==> src/rtl/looper_mult_pkg.sv <==
// Shared types and constants for the multiplier issue controller.
package looper_mult_pkg;

  localparam int unsigned TAG_W    = 6;
  localparam int unsigned DATA_W   = 16;
  localparam int unsigned QDEPTH   = 4;
  localparam int unsigned MULT_LAT = 9;

  typedef enum logic [0:0] {
    IDLE = 1'b0,
    BUSY = 1'b1
  } state_e;

  // One queued multiply: operands plus destination tag.
  typedef struct packed {
    logic [DATA_W-1:0] op1;
    logic [DATA_W-1:0] op2;
    logic [TAG_W-1:0]  tag;
  } mult_op_t;

endpackage

==> src/rtl/mult_issue_ctrl_if.sv <==
// Bundle of the issue-queue, multiplier and writeback handshakes.
//  master : the issue controller (drives iq_ready, mult_*, wb_*, status)
//  slave  : the surrounding pipeline and multiplier
interface mult_issue_ctrl_if;
  import looper_mult_pkg::*;

  logic              iq_valid;
  logic              iq_ready;
  logic [DATA_W-1:0] iq_op1;
  logic [DATA_W-1:0] iq_op2;
  logic [TAG_W-1:0]  iq_tag;
  logic              flush;
  logic              mult_en;
  logic [DATA_W-1:0] mult_op1;
  logic [DATA_W-1:0] mult_op2;
  logic [DATA_W-1:0] mult_out;
  logic              mult_valid_wb;
  logic              wb_valid;
  logic              wb_ready;
  logic [DATA_W-1:0] wb_data;
  logic [TAG_W-1:0]  wb_tag;
  logic              busy;
  logic              err_timeout;

  modport master (
    input  iq_valid, iq_op1, iq_op2, iq_tag, flush, mult_out, mult_valid_wb, wb_ready,
    output iq_ready, mult_en, mult_op1, mult_op2, wb_valid, wb_data, wb_tag, busy, err_timeout
  );

  modport slave (
    output iq_valid, iq_op1, iq_op2, iq_tag, flush, mult_out, mult_valid_wb, wb_ready,
    input  iq_ready, mult_en, mult_op1, mult_op2, wb_valid, wb_data, wb_tag, busy, err_timeout
  );

endinterface

==> src/rtl/mult_issue_fifo.sv <==
// Pending-op FIFO with show-ahead head.
//  clr   : synchronous clear, overrides push/pop in the same cycle
//  push  : write din (ignored when full)
//  pop   : drop the head (ignored when empty)
//  head  : current head entry, valid whenever empty=0
//  full / empty : occupancy flags
module mult_issue_fifo
  import looper_mult_pkg::*;
#(
  parameter int unsigned DEPTH = QDEPTH
) (
  input  logic     clk,
  input  logic     rst_n,
  input  logic     clr,
  input  logic     push,
  input  mult_op_t din,
  input  logic     pop,
  output mult_op_t head,
  output logic     full,
  output logic     empty
);

  localparam int unsigned PTR_W = $clog2(DEPTH);
  localparam int unsigned CNT_W = PTR_W + 1;

  mult_op_t         mem [DEPTH];
  logic [PTR_W-1:0] wr_ptr_q;
  logic [PTR_W-1:0] rd_ptr_q;
  logic [CNT_W-1:0] count_q;
  logic             push_ok;
  logic             pop_ok;

  assign full    = (count_q == CNT_W'(DEPTH));
  assign empty   = (count_q == '0);
  assign push_ok = push & ~full & ~clr;
  assign pop_ok  = pop & ~empty & ~clr;
  assign head    = mem[rd_ptr_q];

  // Pointers wrap naturally because DEPTH is a power of two.
  always_ff @(posedge clk or negedge rst_n) begin
    if (!rst_n) begin
      wr_ptr_q <= '0;
      rd_ptr_q <= '0;
      count_q  <= '0;
    end else if (clr) begin
      wr_ptr_q <= '0;
      rd_ptr_q <= '0;
      count_q  <= '0;
    end else begin
      if (push_ok) wr_ptr_q <= wr_ptr_q + PTR_W'(1);
      if (pop_ok)  rd_ptr_q <= rd_ptr_q + PTR_W'(1);
      case ({push_ok, pop_ok})
        2'b10:   count_q <= count_q + CNT_W'(1);
        2'b01:   count_q <= count_q - CNT_W'(1);
        default: count_q <= count_q;
      endcase
    end
  end

  // Storage needs no reset; occupancy is tracked by the pointers.
  always_ff @(posedge clk) begin
    if (push_ok) mem[wr_ptr_q] <= din;
  end

endmodule

==> src/rtl/mult_issue_ctrl.sv <==
// Issue controller for the radix-4 Booth multiplier.
// Queues tagged ops, launches one at a time with a single-cycle mult_en,
// and returns each result with its tag on a valid/ready writeback port.
//  clk, rst_n : clock, asynchronous active-low reset
//  bus        : issue queue in, multiplier start/result, writeback out,
//               busy and sticky err_timeout status
module mult_issue_ctrl
  import looper_mult_pkg::*;
(
  input  logic               clk,
  input  logic               rst_n,
  mult_issue_ctrl_if.master  bus
);

  localparam int unsigned WDOG_MAX = MULT_LAT + 2;
  localparam int unsigned WDOG_W   = $clog2(WDOG_MAX + 1);

  state_e            state_q, state_d;
  logic              kill_q, kill_d;
  logic [WDOG_W-1:0] wdog_q, wdog_d;
  logic [TAG_W-1:0]  inflight_tag_q, inflight_tag_d;
  logic              wb_valid_q, wb_valid_d;
  logic [DATA_W-1:0] wb_data_q, wb_data_d;
  logic [TAG_W-1:0]  wb_tag_q, wb_tag_d;
  logic              err_q, err_d;

  logic              fifo_full;
  logic              fifo_empty;
  logic              push_c;
  logic              pop_c;
  logic              mult_en_c;
  mult_op_t          push_op;
  mult_op_t          head_op;

  assign push_c  = bus.iq_valid & ~fifo_full;
  assign push_op = '{op1: bus.iq_op1, op2: bus.iq_op2, tag: bus.iq_tag};

  mult_issue_fifo #(.DEPTH(QDEPTH)) u_fifo (
    .clk   (clk),
    .rst_n (rst_n),
    .clr   (bus.flush),
    .push  (push_c),
    .din   (push_op),
    .pop   (pop_c),
    .head  (head_op),
    .full  (fifo_full),
    .empty (fifo_empty)
  );

  // State and datapath registers.
  always_ff @(posedge clk or negedge rst_n) begin
    if (!rst_n) begin
      state_q        <= IDLE;
      kill_q         <= 1'b0;
      wdog_q         <= '0;
      inflight_tag_q <= '0;
      wb_valid_q     <= 1'b0;
      wb_data_q      <= '0;
      wb_tag_q       <= '0;
      err_q          <= 1'b0;
    end else begin
      state_q        <= state_d;
      kill_q         <= kill_d;
      wdog_q         <= wdog_d;
      inflight_tag_q <= inflight_tag_d;
      wb_valid_q     <= wb_valid_d;
      wb_data_q      <= wb_data_d;
      wb_tag_q       <= wb_tag_d;
      err_q          <= err_d;
    end
  end

  // Next-state, issue and result-buffer logic.
  always_comb begin
    state_d        = state_q;
    kill_d         = kill_q;
    wdog_d         = wdog_q;
    inflight_tag_d = inflight_tag_q;
    wb_valid_d     = wb_valid_q;
    wb_data_d      = wb_data_q;
    wb_tag_d       = wb_tag_q;
    err_d          = err_q;
    mult_en_c      = 1'b0;
    pop_c          = 1'b0;

    if (wb_valid_q && bus.wb_ready) wb_valid_d = 1'b0;
    if (bus.flush)                  wb_valid_d = 1'b0;

    case (state_q)
      IDLE: begin
        // Only issue if the result buffer will be free when this op returns.
        if (!fifo_empty && !bus.flush && (!wb_valid_q || bus.wb_ready)) begin
          mult_en_c      = 1'b1;
          pop_c          = 1'b1;
          inflight_tag_d = head_op.tag;
          wdog_d         = '0;
          state_d        = BUSY;
        end
      end
      BUSY: begin
        if (wdog_q != WDOG_W'(WDOG_MAX)) wdog_d = wdog_q + WDOG_W'(1);
        if (bus.mult_valid_wb) begin
          state_d = IDLE;
          if (!kill_q && !bus.flush) begin
            wb_valid_d = 1'b1;
            wb_data_d  = bus.mult_out;
            wb_tag_d   = inflight_tag_q;
          end else begin
            kill_d = 1'b0;
          end
        end else begin
          if (bus.flush) kill_d = 1'b1;
          // wdog holds k-1 in BUSY cycle k, so the flag rises in cycle MULT_LAT+2.
          if (wdog_q == WDOG_W'(MULT_LAT)) err_d = 1'b1;
        end
      end
      default: state_d = IDLE;
    endcase
  end

  assign bus.iq_ready    = ~fifo_full;
  assign bus.mult_en     = mult_en_c;
  assign bus.mult_op1    = head_op.op1;
  assign bus.mult_op2    = head_op.op2;
  assign bus.wb_valid    = wb_valid_q;
  assign bus.wb_data     = wb_data_q;
  assign bus.wb_tag      = wb_tag_q;
  assign bus.err_timeout = err_q;
  assign bus.busy        = (state_q == BUSY) | ~fifo_empty | wb_valid_q;

endmodule
==> src/flat_wrapper.sv <==
// flat-port wrapper written by rule: the top's interface ports become plain ports
module mult_issue_ctrl_flat import looper_mult_pkg::*;
  (clk, rst_n, bus_iq_valid, bus_iq_op1, bus_iq_op2, bus_iq_tag, bus_flush, bus_mult_out, bus_mult_valid_wb, bus_wb_ready, bus_iq_ready, bus_mult_en, bus_mult_op1, bus_mult_op2, bus_wb_valid, bus_wb_data, bus_wb_tag, bus_busy, bus_err_timeout);
  mult_issue_ctrl_if bus_i ();
  input  logic clk;
  input  logic rst_n;
  input wire logic [$bits(bus_i.iq_valid)-1:0] bus_iq_valid;
  input wire logic [$bits(bus_i.iq_op1)-1:0] bus_iq_op1;
  input wire logic [$bits(bus_i.iq_op2)-1:0] bus_iq_op2;
  input wire logic [$bits(bus_i.iq_tag)-1:0] bus_iq_tag;
  input wire logic [$bits(bus_i.flush)-1:0] bus_flush;
  input wire logic [$bits(bus_i.mult_out)-1:0] bus_mult_out;
  input wire logic [$bits(bus_i.mult_valid_wb)-1:0] bus_mult_valid_wb;
  input wire logic [$bits(bus_i.wb_ready)-1:0] bus_wb_ready;
  output wire logic [$bits(bus_i.iq_ready)-1:0] bus_iq_ready;
  output wire logic [$bits(bus_i.mult_en)-1:0] bus_mult_en;
  output wire logic [$bits(bus_i.mult_op1)-1:0] bus_mult_op1;
  output wire logic [$bits(bus_i.mult_op2)-1:0] bus_mult_op2;
  output wire logic [$bits(bus_i.wb_valid)-1:0] bus_wb_valid;
  output wire logic [$bits(bus_i.wb_data)-1:0] bus_wb_data;
  output wire logic [$bits(bus_i.wb_tag)-1:0] bus_wb_tag;
  output wire logic [$bits(bus_i.busy)-1:0] bus_busy;
  output wire logic [$bits(bus_i.err_timeout)-1:0] bus_err_timeout;
  assign bus_i.iq_valid = bus_iq_valid;
  assign bus_i.iq_op1 = bus_iq_op1;
  assign bus_i.iq_op2 = bus_iq_op2;
  assign bus_i.iq_tag = bus_iq_tag;
  assign bus_i.flush = bus_flush;
  assign bus_i.mult_out = bus_mult_out;
  assign bus_i.mult_valid_wb = bus_mult_valid_wb;
  assign bus_i.wb_ready = bus_wb_ready;
  assign bus_iq_ready = bus_i.iq_ready;
  assign bus_mult_en = bus_i.mult_en;
  assign bus_mult_op1 = bus_i.mult_op1;
  assign bus_mult_op2 = bus_i.mult_op2;
  assign bus_wb_valid = bus_i.wb_valid;
  assign bus_wb_data = bus_i.wb_data;
  assign bus_wb_tag = bus_i.wb_tag;
  assign bus_busy = bus_i.busy;
  assign bus_err_timeout = bus_i.err_timeout;
  mult_issue_ctrl u_core (.clk(clk), .rst_n(rst_n), .bus(bus_i));
endmodule
==> config.mk <==
export PLATFORM = sky130hd
export DESIGN_NAME = mult_issue_ctrl_flat
export DESIGN_NICKNAME = d
export VERILOG_FILES = /design/src/rtl/looper_mult_pkg.sv /design/src/rtl/mult_issue_ctrl_if.sv /design/src/rtl/mult_issue_fifo.sv /design/src/rtl/mult_issue_ctrl.sv /design/src/flat_wrapper.sv
export SDC_FILE = /design/constraint.sdc
export NUM_CORES = 1
export LEC_CHECK = 0
export CORE_MARGIN = 5
export CORE_UTILIZATION = 51
export DETAILED_ROUTE_END_ITERATION = 10
export PLACE_DENSITY_LB_ADDON = 0.3
export SLEW_MARGIN = 15
export SYNTH_ARGS = -nofsm -noshare
export SYNTH_HDL_FRONTEND = slang
export SYNTH_SLANG_ARGS = --single-unit
==> constraint.sdc <==
create_clock -name clk -period 5.2 [get_ports clk]
set_input_delay 0.52 -clock clk [delete_from_list [all_inputs] [get_ports clk]]
set_output_delay 0.52 -clock clk [all_outputs]
set_load 0.05 [all_outputs]
# ---- Yosys cells after proc, flatten, opt, wreduce, memory -nomap -nowiden
# Memories as Yosys holds them, arrays and structs flattened.
# Index checks and enable logic that the tools add are counted.
dict set report totals {
  ff_bits 43
  wordCells 79
  ramBits 152
  mem_count 1
  output_inout_bits 59
  inputBits 60
}
dict set report classes {
  bitwise 12
  mux 23
  reduce_logical 19
  addsub 5
  n_eq_ne 8
}
# memory words width rd rd_clocked_by_memory_dff write_ports line
set memory_table {}
lappend memory_table {u_core.u_fifo.mem 4 38 1 0 1 mult_issue_fifo.sv:26} ;# mult_op_t mem [DEPTH];
# operator n
set ops {}
lappend ops {{1-bit two-way mux} 13}
lappend ops {{3-bit AND reduction} 3}
lappend ops {{2-bit two-way mux} 4}
lappend ops {{4-bit two-way mux} 2}
lappend ops {{4-bit one-hot mux with 2 select lines} 1}
lappend ops {{3-bit one-hot mux with 2 select lines} 1}
lappend ops {{2-bit nonzero test} 3}
lappend ops {{1-bit bitwise AND} 5}
lappend ops {{1-bit NOT} 5}
lappend ops {{2-bit by 1-bit adder with 2-bit output (second input constant)} 2}
lappend ops {{4-bit by 1-bit adder with 4-bit output (second input constant)} 1}
lappend ops {{4-bit == test (second input constant)} 1}
lappend ops {{1-bit logical AND} 4}
lappend ops {{1-bit zero test} 4}
lappend ops {{2-bit inequality test (second input constant)} 2}
lappend ops {{4-bit inequality test (second input constant)} 1}
lappend ops {{2-bit AND reduction} 2}
lappend ops {{3-bit by 1-bit adder with 3-bit output (second input constant)} 1}
lappend ops {{3-bit == test (second input constant)} 1}
lappend ops {{3-bit zero test} 1}
lappend ops {{3-bit two-way mux} 1}
lappend ops {{3-bit nonzero test} 1}
lappend ops {{3-bit by 1-bit subtractor with 3-bit output (second input constant)} 1}
lappend ops {{2-bit by 1-bit == test with 1-bit output (second input constant)} 1}
lappend ops {{5 further kinds} 6}

# ---- Depth between registers and ports, before layout
# Gate-level depths: netlist of the first run.
dict set report logic_depth {
  ltp_word 11
  mapped_depth 9
  mapped_depth_nobuf 7
}

# ---- Modules after synthesis
# From an unflattened synthesis of the first run, not the netlist that was laid out.
dict set report hier_totals {
  hier_cells 363
  area_unflattened_um2 7508.5
}
# module area_per_inst_um2 instances seq_area_each_um2 cells_each
set modules_own_cells {}
lappend modules_own_cells {mult_issue_fifo 6023.3 1 4739.5 263}
lappend modules_own_cells {mult_issue_ctrl 1485.2 1 900.9 100}

# ---- Worst setup path before layout of the first run
# OpenSTA, ideal clock, no wires.
dict set report synth_path {
  kind {reg2reg}
  start {register u_core.u_fifo.count_q[2]}
  end {memory u_core.u_fifo.mem[0][0] (netlist name) (enable)}
  path_slack_ps 2790
  arrival_time_ps 2011
  setup_time_ps 399
  required_time_ps 4801
  period_less_slack_ps 2410
  path_stages_with_launch 5
  path_buffers 1
  cell_sequence {dfrtp_1 or3b_4 and3_4 buf_6 and2_1}
}
dict set report synth_between {
  elab_chain_len 7
}
# item line
set synth_lines {}
lappend synth_lines {{start: declaration} mult_issue_fifo.sv:29} ;# logic [CNT_W-1:0] count_q;
lappend synth_lines {{start signal: assignment} mult_issue_fifo.sv:53} ;# 2'b10: count_q <= count_q + CNT_W'(1);
lappend synth_lines {{start signal: assignment} mult_issue_fifo.sv:54} ;# 2'b01: count_q <= count_q - CNT_W'(1);
lappend synth_lines {{start signal: assignment} mult_issue_fifo.sv:55} ;# default: count_q <= count_q;
lappend synth_lines {{3-bit == test (*)} mult_issue_fifo.sv:33} ;# assign full = (count_q == CNT_W'(DEPTH));
lappend synth_lines {{1-bit NOT (*)} -}
lappend synth_lines {{named net bus_iq_ready} flat_wrapper.sv:15} ;# output wire logic [$bits(bus_i.iq_ready)-1:0] bus_iq_ready;
lappend synth_lines {{1-bit bitwise AND} mult_issue_ctrl.sv:35} ;# assign push_c = bus.iq_valid & ~fifo_full;
lappend synth_lines {{1-bit bitwise AND (*) (2 in series)} mult_issue_fifo.sv:35} ;# assign push_ok = push & ~full & ~clr;
lappend synth_lines {{1-bit two-way mux (*)} mult_issue_fifo.sv:62} ;# if (push_ok) mem[wr_ptr_q] <= din;
lappend synth_lines {{1-bit two-way mux (implied by the code) (*)} mult_issue_fifo.sv:62}
lappend synth_lines {{end: declaration} mult_issue_fifo.sv:26}
# The timed path passes the listed nets; every way through them passes the cells marked *.

# ---- Final worst setup path of the first run
dict set report layout_path {
  start {register u_core.u_fifo.rd_ptr_q[0]}
  end {output port bus_mult_op1[12]}
}
dict set report layout_between {
  elab_chain_len 1
}
# item line
set layout_lines {}
lappend layout_lines {{start: declaration} mult_issue_fifo.sv:28} ;# logic [PTR_W-1:0] rd_ptr_q;
lappend layout_lines {{start signal: assignment} mult_issue_fifo.sv:51} ;# if (pop_ok) rd_ptr_q <= rd_ptr_q + PTR_W'(1);
lappend layout_lines {{memory read 4 x 38 bit} -}
lappend layout_lines {{end: declaration} flat_wrapper.sv:17} ;# output wire logic [$bits(bus_i.mult_op1)-1:0] bus_mult_op1;
# Every way passes these cells.

==> impl_metrics.json, run 1 <==
{
  "synth-seq-cells": 195,
  "die_area_sq_um": 17700,
  "fin_worst_skew_ps": 8.41,
  "maxSlewViolCount": 0,
  "start_util_pct": 51.5,
  "vias": 3719,
  "place_area_sq_um": 8820,
  "seqPwrFrac_pct": 42.1,
  "cts_tree": "yes",
  "cts.sink_count": 195,
  "num_antenna_cells": 0,
  "finalCritPeriodShare_pct": 63.3,
  "detail_route.vias_per_cell": 5.45,
  "drt_iter0_drc": 185,
  "die_y_um": 133,
  "setup-tns-final_ps": 0,
  "finalSetupViolCount": 0,
  "cp-start-kind": "flip-flop",
  "synthArstFlopShare_pct": 22.1,
  "end_kind": "output port",
  "syn_area_sq_um": 7740,
  "status": "complete, no violations",
  "die_w_um": 133,
  "sw_frac_of_total_pct": 34.1,
  "insertion_delay_ps": 420,
  "cts_buffers": 17,
  "path_clk_slew_ps": 70,
  "ios": 119,
  "area_growth_pct": 21.4,
  "detail-route-antenna-nets": 0,
  "wl_mm": 13.1,
  "stdcell_area_sq_um": 9400,
  "synthFlopType": "edfxtp_1",
  "min_path_type": "in -> async",
  "io_buffers": 118,
  "slowest_delay_ps": 940,
  "startpoint": "u_core.u_fifo.rd_ptr_q[0]$_DFFE_PN0P_",
  "synth_cell_types": 43,
  "p_comb_share_pct": 33.0,
  "p_switching_mw": 1.70,
  "grt_pass1_vias": 3991,
  "rsz0062_at_grt": "no",
  "power.density_nw_per_um2": 532,
  "grt_max_degree": 44,
  "worstSetupPathType": "reg -> out",
  "max_freq_mhz": 304,
  "htree_levels": 4,
  "synth_cells": 392,
  "max_cap_viol_count": 0,
  "antenna_found_initial": 0,
  "postCtsSetupRepairBufs": 0,
  "cts_resized": 0,
  "worstPathRequired_ps": 4680,
  "row_count": 45,
  "reg2reg_to": "u_core.u_fifo.count_q[2]$_DFFE_PN0P_",
  "crit_fanout": 40,
  "cts_max_path_buffers": 2,
  "hold_buffers": 0,
  "slew_headroom_pct": 30.4,
  "period_needed_ps": 3290,
  "drive_above_1_share_pct": 22.1,
  "p_leak_nw": 3.22,
  "preCtsSetupSlack_ps": 1960,
  "r2r_slack_ps": 2830,
  "power_frac_clock_pct": 25.0,
  "reg2reg_depth": 6,
  "r2r_start": "u_core.u_fifo.count_q[1]$_DFFE_PN0P_",
  "finalHoldViolations": 0,
  "worst_slack_ps": 1910,
  "root_buffer": "clkbuf_16",
  "cp_cell_sequence": "mux4_2 -> clkdlybuf4s50_1",
  "critPathBufInv": 1,
  "yosys_warnings": 0,
  "cp_top_family": "flip-flops",
  "route.detailed.drc": 0,
  "first_pass_iters": 4,
  "coreArea_sq_um": 15000,
  "worstPathArrival_ps": 2770,
  "wire_per_inst_um": 19.1,
  "grtUsageTotal_pct": 15.6,
  "synth_edf_count": 152,
  "synth.avg_cell_area_sq_um": 19.7,
  "vdd_drop_max_mv": 0.298,
  "tightest_slew_ps": 1040,
  "grt_pass1_wl_mm": 21.3,
  "syn_nets": 459,
  "dpl.hpwl_mm": 7.90,
  "grt_overflow_total": 0,
  "internal_power_mw": 3.29,
  "gp_congestion": 0.741,
  "yosysSeqAreaShare_pct": 72.9,
  "nets": 548,
  "crit_slowest_cell": "dfrtp_4"
}
-- layout by cell type, fill, tap and decap left out, drive strengths merged, types with 3 or more instances in the layout --
cell and n:
a21oi 3, and2 4, clkbuf 26, clkdlybuf4s50 117, clkinv 4, dfrtp 43, edfxtp 152, ha 6
inv 8, mux2 28, mux4 38, nand2 9, nand3 6, nor2 8, o21ai 7, or3 3
xnor2 3, xor2 4
-- worst max-delay path by stage --
stage	slack (ps)	cells after the start	end
5_1_grt	1750	2	bus_mult_op2[8]
3_3_place_gp	2050	5	bus_mult_en
6_report	1910	2	bus_mult_op1[12]
2_1_floorplan	2790	4	u_core.u_fifo.mem[0][0]$_DFFE_PP_
4_1_cts	1820	2	bus_mult_op1[12]
3_5_place_dp	1960	5	bus_mult_en
-- cell usage after synthesis (all sizes together) (2+ instances only) --
cell	instances	share of area (%)
or3	3	0.24
and2	4	0.32
nand3b	2	0.19
xor2	4	0.45
inv	6	0.29
o21ai	7	0.45
mux4	38	11
xnor2	3	0.44
nor3	2	0.19
edfxtp	152	59
a21o	2	0.19
a31oi	2	0.16
nor2b	2	0.16
ha	6	0.97
dfrtp	43	14
nand2	9	0.44
a21oi	3	0.19
mux2	28	4.1
nor2	8	0.49
nand3	6	0.55
buf	48	4.5
-- area by class of cell --
| class | instances | area, sq um |
|---|---|---|
| Clock inverter | 6 | 41.3 |
| Multi-Input combinational cell | 143 | 1740 |
| Sequential cell | 195 | 5650 |
| Inverter | 6 | 22.5 |
| Tap cell | 188 | 235 |
| Fill cell | 1056 | 5640 |
| Clock buffer | 26 | 534 |
| Timing Repair Buffer | 118 | 1180 |
-- layer usage --
| metal | part of all wire, % | vias to the layer above | GRT usage, % |
|---|---|---|---|
| met2 | 49 | 109 | 25.2 |
| li1 | - | 1677 | - |
| met4 | 1.6 | 0 | 6.00 |
| met3 | 7.3 | 17 | 5.40 |
| met5 | 0 | - | 0 |
| met1 | 43 | 1916 | 19.7 |
-- stage by stage --
| step | util [%] | hold slack, ps | total power [mW] | std cells |
|---|---|---|---|---|
| 6_report | 62.5 | 229 | 5.00 | 682 |
| 5_1_grt | 62.5 | 312 | 5.22 | 682 |
| 4_1_cts | 62.5 | 249 | 5.06 | 682 |
| 3_5_place_dp | 58.7 | 478 | 3.81 | 650 |
| 3_3_place_gp | 58.7 | 469 | 3.78 | 650 |
| 2_1_floorplan | - | 224 | 3.38 | 392 |
-- state kept, by name, summed over array words and instances, names as in the netlist, 2 cells and up --
register and cells:
u_core.bus.wb_data 16, u_core.u_fifo.rd_ptr_q 2, u_core.u_fifo.mem 152, u_core.wdog_q 4, u_core.u_fifo.wr_ptr_q 2, u_core.bus.wb_tag 6, u_core.inflight_tag_q 6, u_core.u_fifo.count_q 3
-- power by group through the flow --
stage          clock network (mW)  registers [mW]  logic (mW)
2_1_floorplan                   0            2.33        1.05
3_3_place_gp                    0            2.13        1.65
3_5_place_dp                    0            2.14        1.66
4_1_cts                      1.28            2.11        1.67
5_1_grt                      1.34            2.14        1.73
6_report                     1.25            2.10        1.65
-- cell families after synthesis --
logic type	share of synthesized area, %
AO/OA/AOI/OAI	1.84
XOR/XNOR	0.889
adder cells (fa/ha/maj)	1.23
buffers and inverters	4.75
flip-flops	72.9
multiplexers	15.3
AND/OR/NAND/NOR	3.15
-- worst reg2reg max path, delay by kind of cell, from the launching register on --
family / cells / cell delay, ps
AOI/OAI and AO/OA: 1 / 160
adders and majority gates: 1 / 440
DFF: 1 / 480
and+or+nand+nor: 4 / 1210
No activity file was read; power rests on OpenSTA's default activity.
==> inputs of run 2 (changes only) <==
- clock period: 5.2 -> 3.4 ns (I/O delays scaled with it)
==> impl_metrics.json, run 2 (synthesized netlist as in run 1, its figures left out) <==
{
  "grt_max_degree": 44,
  "die_area_sq_um": 17700,
  "setup-tns-final_ps": 0,
  "wire_per_inst_um": 19.3,
  "grt_pass1_vias": 4087,
  "area_growth_pct": 23.4,
  "detail-route-antenna-nets": 0,
  "path_clk_slew_ps": 70,
  "worstPathArrival_ps": 2590,
  "postCtsSetupRepairBufs": 0,
  "coreArea_sq_um": 15000,
  "vias": 3751,
  "fin_worst_skew_ps": 15.2,
  "finalHoldViolations": 0,
  "detail_route.vias_per_cell": 5.42,
  "drt_iter0_drc": 218,
  "vdd_drop_max_mv": 0.413,
  "max_cap_viol_count": 0,
  "route.detailed.drc": 0,
  "stdcell_area_sq_um": 9550,
  "fill_cells": 1021,
  "insertion_delay_ps": 420,
  "p_leak_nw": 3.28,
  "io_buffers": 118,
  "finalSetupViolCount": 0,
  "final_cell_mix": "152 x edfxtp_1, 117 x clkdlybuf4s50_1, 41 x dfrtp_1",
  "place_area_sq_um": 8960,
  "critPathCapture": "bus_mult_op1[5]",
  "dpl.hpwl_mm": 8.49,
  "largest_register_ff_count": 152,
  "drive_above_1_share_pct": 23.6,
  "num_antenna_cells": 0,
  "ios": 119,
  "first_pass_iters": 4,
  "reg2reg_to": "u_core.u_fifo.count_q[2]$_DFFE_PN0P_",
  "die_y_um": 133,
  "largest_register": "u_core.u_fifo.mem",
  "startpoint": "u_core.u_fifo.rd_ptr_q[0]$_DFFE_PN0P_",
  "mostFrequentLayoutCell": "edfxtp_1",
  "tightest_slew_ps": 965,
  "antenna_found_initial": 0,
  "fin_util_pct": 63.5,
  "wl_mm": 13.3,
  "status": "complete, no violations",
  "hold_buffers": 0,
  "slew_headroom_pct": 35.7,
  "cts_tree": "yes",
  "cts_max_path_buffers": 2,
  "nets": 558,
  "htree_levels": 4,
  "r2r_slack_ps": 1050,
  "reg2reg_depth": 6,
  "worstPathRequired_ps": 3060,
  "rsz0062_at_grt": "no",
  "end_kind": "output port",
  "start_util_pct": 51.5,
  "grtUsageTotal_pct": 16.1,
  "max_freq_mhz": 341,
  "period_needed_ps": 2930,
  "finalCritPeriodShare_pct": 86.2,
  "power.density_nw_per_um2": 813,
  "root_buffer": "clkbuf_16",
  "cts_resized": 0,
  "min_path_type": "in -> async",
  "die_w_um": 133,
  "worstSetupPathType": "reg -> out",
  "grt_pass1_wl_mm": 21.9,
  "gp_congestion": 0.755,
  "cts.sink_count": 195,
  "r2r_start": "u_core.u_fifo.count_q[1]$_DFFE_PN0P_",
  "cts_buffers": 17,
  "row_count": 45,
  "maxSlewViolCount": 0,
  "grt_overflow_total": 0,
  "crit_fanout": 15,
  "cp-start-kind": "flip-flop"
}
run 2: metal layers:
layer	vias up	GRT usage [%]	share of wire, %
met5	-	0	0
met1	1923	21.1	44
met2	116	26.0	48
li1	1700	-	-
met3	12	5.51	6.2
met4	0	4.69	1.2
run 2: metrics by stage:
| stage | setup slack, ps | instances | hold slack, ps | power [mW] |
|---|---|---|---|---|
| detailed placement | 843 | 660 | 478 | 5.87 |
| global placement | 847 | 660 | 470 | 5.83 |
| CTS | 378 | 692 | 79.1 | 7.85 |
| global route | 307 | 692 | 151 | 8.13 |
| finish | 468 | 692 | 51.8 | 7.76 |
| floorplan | 990 | 392 | 44.4 | 5.17 |
run 2: cell type report:
cell class / instances / area (sq um) / share of cell area, %
clock buffers: 18 / 429 / 4.49
repair buffers: 128 / 1310 / 13.8
multi-input cells: 143 / 1740 / 18.3
inverters: 6 / 22.5 / 0.236
well taps: 188 / 235 / 2.46
clock inverters: 14 / 160 / 1.68
flip-flops and latches: 195 / 5650 / 59.1
run 2: power by group:
group	switching [mW]	internal [mW]	leakage [nW]
Sequential	0.235	2.90	1.91
Clock	0.818	1.15	0.284
Combinational	1.57	1.08	1.09
run 2: how the worst min path moves through the flow:
stage,startpoint,end,slack [ps],depth (start not counted)
floorplan,rst_n,u_core.bus.err_timeout$_DFFE_PN0P_,40,0
global placement,u_core.bus.wb_data[6]$_DFFE_PN0P_,u_core.bus.wb_data[6]$_DFFE_PN0P_,470,1
detailed placement,u_core.bus.err_timeout$_DFFE_PN0P_,u_core.bus.err_timeout$_DFFE_PN0P_,480,1
CTS,rst_n,u_core.u_fifo.count_q[0]$_DFFE_PN0P_,80,1
global route,rst_n,u_core.u_fifo.count_q[2]$_DFFE_PN0P_,150,1
finish,rst_n,u_core.u_fifo.count_q[0]$_DFFE_PN0P_,50,1
run 2: critical path: stages, from the launching register on:
cell             delay (ps)
dfrtp_4                 630
buf_4                   300
mux4_2                  520
clkdlybuf4s50_1         720
==> variant, RTL diff (settings of run 1) <==
The package constant `TAG_W` goes from 6 to 12.
--- a/src/rtl/looper_mult_pkg.sv
+++ b/src/rtl/looper_mult_pkg.sv
@@ -1,7 +1,7 @@
 // Shared types and constants for the multiplier issue controller.
 package looper_mult_pkg;
 
-  localparam int unsigned TAG_W    = 6;
+  localparam int unsigned TAG_W    = 12;
   localparam int unsigned DATA_W   = 16;
   localparam int unsigned QDEPTH   = 4;
   localparam int unsigned MULT_LAT = 9;
Ports: changed (resized bus_iq_tag and bus_wb_tag); port bits go from 119 to 131. The function was not compared with the original's and may differ.
==> variant against run 1 <==
Routed wire length increased by 19%; power increased by 26%; register-to-register slack worse by 0.18 ns; sequential power increased by 20%; die area rose by 15%; synthesized area rose by 16%; setup slack lost 0.24 ns; sequential cell count increased by 36; final area grew 18%; non-clock buffer count grew 19; critical endpoint is now bus_mult_en.
==> variant: results (changes against run 1) <==
\begin{tabular}{lr}
\hline
Metric & Value \\
\hline
\multicolumn{2}{l}{\textbf{STA}} \\
Clk\_skew & 0.004718 ns (was 0.008411 ns) \\
Worst max-slew margin expressed relative to the limit & 0.3554 (was 0.3041) \\
\multicolumn{2}{l}{\textbf{Finish}} \\
NumNets Final & 623 (was 548) \\
Layout filler cell count & 1,128 (was 1,056) \\
\multicolumn{2}{l}{\textbf{Yosys}} \\
Synthesized net count & 511 (was 459) \\
Sequential fraction of the synthesis area & 0.7436 (was 0.7287) \\
Share of synthesized flip-flops with an asynchronous set or reset & 0.2381 (was 0.2205) \\
Dominant cells by area after synthesis & edfxtp\_1 59\%, dfrtp\_1 15\%, mux4\_2 11\% (was edfxtp\_1 59\%, dfrtp\_1 14\%, mux4\_2 11\%) \\
Number of flops mapped to enable cells by yosys & 176 (was 152) \\
Yosys cell types & 40 (was 43) \\
\multicolumn{2}{l}{\textbf{CTS}} \\
Number of H-tree branching levels & 1 (was 4) \\
Maximum number of buffers from clock root to sink & 3 (was 2) \\
\multicolumn{2}{l}{\textbf{Global routing}} \\
Largest net degree at the start of global routing & 56 (was 44) \\
Wire length of the first global-routing pass & 24,250 microns (was 21,280 microns) \\
Initial antenna violation count & 1 (was 0) \\
Tot GR Track Use & 0.1520 (was 0.1563) \\
\multicolumn{2}{l}{\textbf{Placement}} \\
GPL Wtd Cong & 0.7557 (was 0.7410) \\
Post-place setup slack & 1.694 ns (was 1.965 ns) \\
Dpl cell area & 0.01026 sq mm (was 0.008822 sq mm) \\
PortBufs & 130 (was 118) \\
HPWL after detailed placement & 9632 microns (was 7902 microns) \\
\multicolumn{2}{l}{\textbf{Detailed routing}} \\
Via-to-Cell Ratio & 5.349 (was 5.453) \\
Number of design-rule violations left by the first detailed-router iteration & 173 (was 185) \\
\multicolumn{2}{l}{\textbf{Power and ir drop}} \\
Leak Pwr & 3.855 nW (was 3.219 nW) \\
\multicolumn{2}{l}{\textbf{Outcome}} \\
Run status & complete, no violations (unchanged) \\
\multicolumn{2}{l}{\textbf{Worst setup path}} \\
Peak fanout along the critical path & 19 (was 40) \\
\hline
\end{tabular}
variant: cell types whose count changed after synthesis, sizes merged, moves of 2 or more:
| cell | delta |
|---|---|
| a31oi | -2 |
| and3b | +2 |
| clkbuf | +3 |
| dfrtp | +12 |
| edfxtp | +24 |
| mux2 | +13 |
| mux4 | +6 |
| nand2 | -4 |
| o21ai | -2 |
variant: logic make-up after synthesis:
group / after synthesis / share of synthesized area
flops: 231 / 0.7436
mux: 86 / 0.1637
buf+inv: 56 / 0.04036
simple gates: 37 / 0.02472
xor+xnor: 6 / 0.006705
compound gates: 15 / 0.01034
fa+ha+maj: 7 / 0.01061
variant: layer usage:
metal	vias to the layer above	global-route usage	wire, microns	part of all wire
li1	1909	-	-	-
met1	2155	0.2007	6408	0.41
met2	141	0.2535	7617	0.49
met5	-	0	11	0.00071
met3	24	0.04032	1165	0.075
met4	2	0.04002	315	0.020
variant: layout make-up:
class / count / area share
clock buffers: 31 / 0.05950
clock inverters: 10 / 0.01600
inverters: 6 / 0.002028
multi-input cells: 151 / 0.1752
flip-flops and latches: 231 / 0.6004
well taps: 225 / 0.02536
repair buffers: 137 / 0.1215
variant: critical path: stages:
cell,delay (ns)
clkdlybuf4s50_1,0.66
nor2_1,0.47
nand3_4,0.33
inv_1,0.19
clkdlybuf4s50_1,0.83
variant: path summary, 6_finish.rpt:
kind                                           from                         to  slack (ns)  cells past startpoint
setup / recovery                          bus_flush                bus_mult_en        1.67                      5
hold / removal                                rst_n        u_core.bus.wb_valid        0.15                      2
setup reg to reg           u_core.u_fifo.count_q[0]   u_core.u_fifo.count_q[2]        2.65                      8
hold reg to reg              u_core.bus.err_timeout     u_core.bus.err_timeout        0.48                      1
max in group asynchronous                     rst_n  u_core.u_fifo.rd_ptr_q[0]        4.56                      2
min in group clk             u_core.bus.err_timeout     u_core.bus.err_timeout        0.48                      1
variant: per-stage QoR:
step,cells,power (mW)
floorplan,438,4.032
global placement,750,4.524
detailed placement,750,4.566
CTS,791,6.368
global route,791,6.547
finish,791,6.291
variant: power by group through the flow:
stage	sequential [mW]	combinational (mW)	clock, mW
2_1_floorplan	2.81	1.23	0
3_3_place_gp	2.54	1.98	0
3_5_place_dp	2.56	2.00	0
4_1_cts	2.53	2.02	1.83
5_1_grt	2.56	2.09	1.90
6_report	2.51	1.99	1.78
